File: src/rtl/pipe_pkg.sv
// Shared pipeline types for the hazard control unit: register-index width,
// the EXE/MEM scoreboard entry and the empty-slot constant.
package pipe_pkg;

  // 16 ARM registers.
  localparam int REG_AW = 4;

  // PC register index; compared like any other index, kept for readability.
  localparam logic [REG_AW-1:0] PC_IDX = 4'd15;

  // One in-flight producer tracked by the scoreboard.
  typedef struct packed {
    logic              valid;
    logic              wb_en;
    logic              mem_read;
    logic [REG_AW-1:0] dest;
  } sb_entry_t;

  // Empty slot inserted on freeze or flush.
  localparam sb_entry_t BUBBLE = '{valid: 1'b0, wb_en: 1'b0, mem_read: 1'b0, dest: '0};

endpackage : pipe_pkg

File: src/rtl/hazard_match.sv
// Compares one scoreboard slot against the ID-stage source registers and
// reports whether the ID instruction reads the slot's pending result.
module hazard_match
  import pipe_pkg::*;
(
  input  sb_entry_t         slot,
  input  logic              id_valid,
  input  logic [REG_AW-1:0] id_src1,
  input  logic [REG_AW-1:0] id_src2,
  input  logic              id_two_src,
  output logic              match
);

  logic src1_hit;
  logic src2_hit;

  // Source 2 only counts when the instruction actually reads it.
  assign src1_hit = (id_src1 == slot.dest);
  assign src2_hit = id_two_src && (id_src2 == slot.dest);
  assign match    = slot.valid && slot.wb_en && id_valid && (src1_hit || src2_hit);

endmodule : hazard_match

File: src/rtl/hazard_ctrl_unit.sv
// Hazard control for the IF/ID stages: tracks EXE/MEM producers, freezes on a
// RAW hazard, flushes on a taken branch and counts stall cycles (saturating).
module hazard_ctrl_unit
  import pipe_pkg::*;
#(
  parameter bit FORWARD_EN = 1'b0,
  parameter int CNT_W      = 16
) (
  input  logic                      clk,
  input  logic                      rst,
  input  logic                      id_valid,
  input  logic [pipe_pkg::REG_AW-1:0] id_src1,
  input  logic [pipe_pkg::REG_AW-1:0] id_src2,
  input  logic                      id_two_src,
  input  logic                      id_wb_en,
  input  logic                      id_mem_read,
  input  logic [pipe_pkg::REG_AW-1:0] id_dest,
  input  logic                      exe_branch_taken,
  input  logic [31:0]               exe_branch_addr,
  output logic                      freeze,
  output logic                      flush,
  output logic                      branch_taken,
  output logic [31:0]               branch_addr,
  output logic [CNT_W-1:0]          stall_count
);

  // WB is not tracked: the register file writes on the falling edge, so a
  // WB-stage result is already visible to ID.
  sb_entry_t exe_q;
  sb_entry_t mem_q;
  logic      match_exe;
  logic      match_mem;
  logic      raw_hazard;

  hazard_match u_match_exe (
    .slot       (exe_q),
    .id_valid   (id_valid),
    .id_src1    (id_src1),
    .id_src2    (id_src2),
    .id_two_src (id_two_src),
    .match      (match_exe)
  );

  hazard_match u_match_mem (
    .slot       (mem_q),
    .id_valid   (id_valid),
    .id_src1    (id_src1),
    .id_src2    (id_src2),
    .id_two_src (id_two_src),
    .match      (match_mem)
  );

  // With forwarding only a load in EXE cannot be bypassed in time.
  always_comb begin
    // NOTE: every always_comb output gets a default first so no path can infer a latch.
    raw_hazard = 1'b0;
    if (FORWARD_EN) raw_hazard = match_exe && exe_q.mem_read;
    else            raw_hazard = match_exe || match_mem;
  end

  // Flush wins over freeze: the stalled ID instruction is squashed anyway.
  assign freeze       = raw_hazard && !exe_branch_taken;
  assign flush        = exe_branch_taken;
  assign branch_taken = exe_branch_taken;
  assign branch_addr  = exe_branch_taken ? exe_branch_addr : 32'd0;

  // Advance the scoreboard; a frozen or flushed ID instruction enters as a bubble.
  always_ff @(posedge clk or negedge rst) begin
    // NOTE: sequential state uses non-blocking assignments so every register samples pre-edge values.
    if (!rst) begin
      exe_q <= BUBBLE;
      mem_q <= BUBBLE;
    end else begin
      mem_q <= exe_q;
      if (freeze || flush) exe_q <= BUBBLE;
      else                 exe_q <= '{valid: id_valid, wb_en: id_wb_en,
                                      mem_read: id_mem_read, dest: id_dest};
    end
  end

  // Count freeze cycles, holding at all-ones instead of wrapping.
  always_ff @(posedge clk or negedge rst) begin
    if (!rst)                                stall_count <= '0;
    else if (freeze && (stall_count != '1)) stall_count <= stall_count + 1'b1;
  end

endmodule : hazard_ctrl_unit

File: config.mk
export PLATFORM = sky130hd
export DESIGN_NAME = hazard_ctrl_unit
export DESIGN_NICKNAME = d
export VERILOG_FILES = /design/src/rtl/pipe_pkg.sv /design/src/rtl/hazard_match.sv /design/src/rtl/hazard_ctrl_unit.sv
export SDC_FILE = /design/constraint.sdc
export NUM_CORES = 1
export LEC_CHECK = 0
export ABC_AREA = 1
export CAP_MARGIN = 20
export CORE_UTILIZATION = 40
export CTS_CLUSTER_SIZE = 30
export DETAILED_ROUTE_END_ITERATION = 6
export HOLD_SLACK_MARGIN = 0.05
export PLACE_DENSITY = 0.85
export SYNTH_ARGS = -nofsm -noshare
export SYNTH_HDL_FRONTEND = slang
export SYNTH_HIERARCHICAL = 1
export SYNTH_SLANG_ARGS = --single-unit
File: constraint.sdc
create_clock -name clk -period 1.81 [get_ports clk]
set_input_delay 0.2715 -clock clk [delete_from_list [all_inputs] [get_ports clk]]
set_output_delay 0.2715 -clock clk [all_outputs]
set_load 0.03 [all_outputs]
==> out/results.ini <==
[run_status]
status = finished clean

[detailed_routing]
via_per_inst = 4.550
routed_wl_um = 4942
drt-initial-drc-count = 93
num_vias = 2225
ant_nets = 0
drc = 0
first_pass_iters = 4
routedWlPerCell_um = 10.11

[cells_and_area]
fillers = 404
regArea_um2 = 700.7
insertedDiodeCount = 0
layout-drive-gt1-share = 0.1445
nets = 476
multi_input_area_um2 = 949.7
area_growth_syn_to_layout_pct = 55.38
finish.utilization = 0.6429
final_cells = 489

[place]
pre_cts_ws_ns = -0.2408
dpl.hpwl_um = 3936
dpl.cell_count = 484
portBuffers = 100
gp_congestion = 0.7991

[power]
p_leak_nw = 1.742
p_per_area_nw_per_um2 = 492.1
ir_drop_v = 0.0002993
p_total_mw = 1.494

[floorplanning]
core_um2 = 4723
initial_utilization = 0.4138
die_area_um2 = 5170
die_w_um = 71.90
io-pin-count = 102
rows = 25
die_y_um = 71.90

[sta]
worstMarginPinSlew_ns = 0.3602
fin_ws_ns = 0.03142
finalSetupTns_ns = 0
maxSlewViolCount = 0
fmax_mhz = 562.2
fin_crit_sh = 0.9826
rsz0062_at_grt = true
hold_viol = 0
fin_crit_ns = 1.779
setup_violations = 0
skew_ns = 0.01059
relSlewSlack = 0.7599

[cts]
numCtsBuffers = 3
htreeDepth = 1
tritoncts = done
clock_path_buffers = 2
ctsHoldBuffers = 0
root_buffer = clkbuf_8
worst_skew_pair.late_latency_ns = 0.28
clk_pin_slew_ns = 0.10
cts.sinks = 28

[setup_path]
cp-end-kind = output port
start_kind = flop
cp_max_fo = 4
arrival_ns = 1.51
crit_start = exe_q[1]$_DFF_PN0_
r2r_setup_slack_ns = 0.13
worstSetupPathType = reg2out
cp.required_ns = 1.54
reg2reg_to = stall_count[3]$_DFFE_PN0P_
timing.rr.start = exe_q[1]$_DFF_PN0_
worstSetupEndpoint = freeze
reg2reg_depth = 12

[worst_hold_path]
min_path_type = in2async

[synthesis]
syn_avg_cell_area_um2 = 6.088
synth_nets = 373
netlist_instances = 321
ys_warn_count = 6
syn-cell-area_um2 = 1954

[job]
drv_cap = 0

[global_routing]
grt_max_degree = 35
grt_pass1_vias = 2112
grt_util_all_layers = 0.1961
gr-total-overflow = 0
antenna_found_initial = 0
grt_pass1_wl_um = 8224

==> layer usage <==
layer,wire length (um),global-route usage
met5,0,0
met1,1925,0.2251
met3,347,0.01944
met2,2610,0.3774
met4,59,0.06754
==> flip-flops by register name, indices dropped and copies added, names as in the netlist <==
signal / flops
exe_q: 6
mem_q: 6
stall_count: 16
==> through the flow <==
stage | cell area, um2 | hold WS [ns]
2_1_floorplan | 1954 | -0.02409
3_3_place_gp | 2954 | 0.3556
3_5_place_dp | 2954 | 0.3782
4_1_cts | 3004 | 0.3701
5_1_grt | 3037 | 0.4022
6_report | 3037 | 0.3521
==> layout make-up <==
type	instances	share of cell area
multi-input cells	212	0.3127
well taps	67	0.02761
inverters	73	0.09106
repair buffers	106	0.3243
clock buffers	3	0.01360
flip-flops and latches	28	0.2307
==> worst max-delay path, stage by stage (launching register included) <==
cell and delay [ns]:
dfrtp_1 0.38, inv_1 0.07, nand2_1 0.06, nand2_1 0.06
nor2_1 0.12, nand3_1 0.12, a21oi_4 0.18, o21ai_4 0.07
inv_2 0.06, buf_6 0.12
==> placed cells by master (no fill, tap or decap) <==
master / count
dlygate4sd2_1: 8
o21ai_1: 2
nor2_2: 4
nand2_1: 145
xnor2_1: 5
buf_12: 2
nand2_2: 1
inv_4: 1
buf_6: 3
ha_1: 1
buf_4: 36
a21oi_4: 2
nor2_1: 28
nand4_1: 3
dfrtp_1: 28
clkbuf_8: 3
xor2_1: 4
nand3_2: 1
nand3b_1: 1
inv_1: 67
o21ai_0: 3
o21ai_4: 1
nor2_4: 2
nand3_1: 9
inv_2: 5
clkdlybuf4s50_1: 57
==> power breakdown <==
group / internal (mW) / switching [mW] / leakage [nW]
Combinational: 0.216 / 0.251 / 1.35
Sequential: 0.653 / 0.0291 / 0.369
Clock: 0.150 / 0.195 / 0.0216
==> worst min path at each step <==
stage	endpoint	slack, ns	cells after the start
after global routing	stall_count[15]$_DFFE_PN0P_	0.40	2
after floorplan	exe_q[0]$_DFF_PN0_	-0.02	0
final	stall_count[15]$_DFFE_PN0P_	0.35	2
after global placement	mem_q[6]$_DFF_PN0_	0.36	0
after CTS	stall_count[7]$_DFFE_PN0P_	0.37	2
after detailed placement	mem_q[5]$_DFF_PN0_	0.38	0
==> repair_timing <==
| item | 4_1_cts | 5_1_grt |
|---|---|---|
| pin swaps | 5 | 8 |
| endpoints found under the setup margin | 1 | 17 |
| buffers inserted | 2 | 0 |
| gates resized for setup | 10 | 11 |
Power figures use the tool's default switching activity.
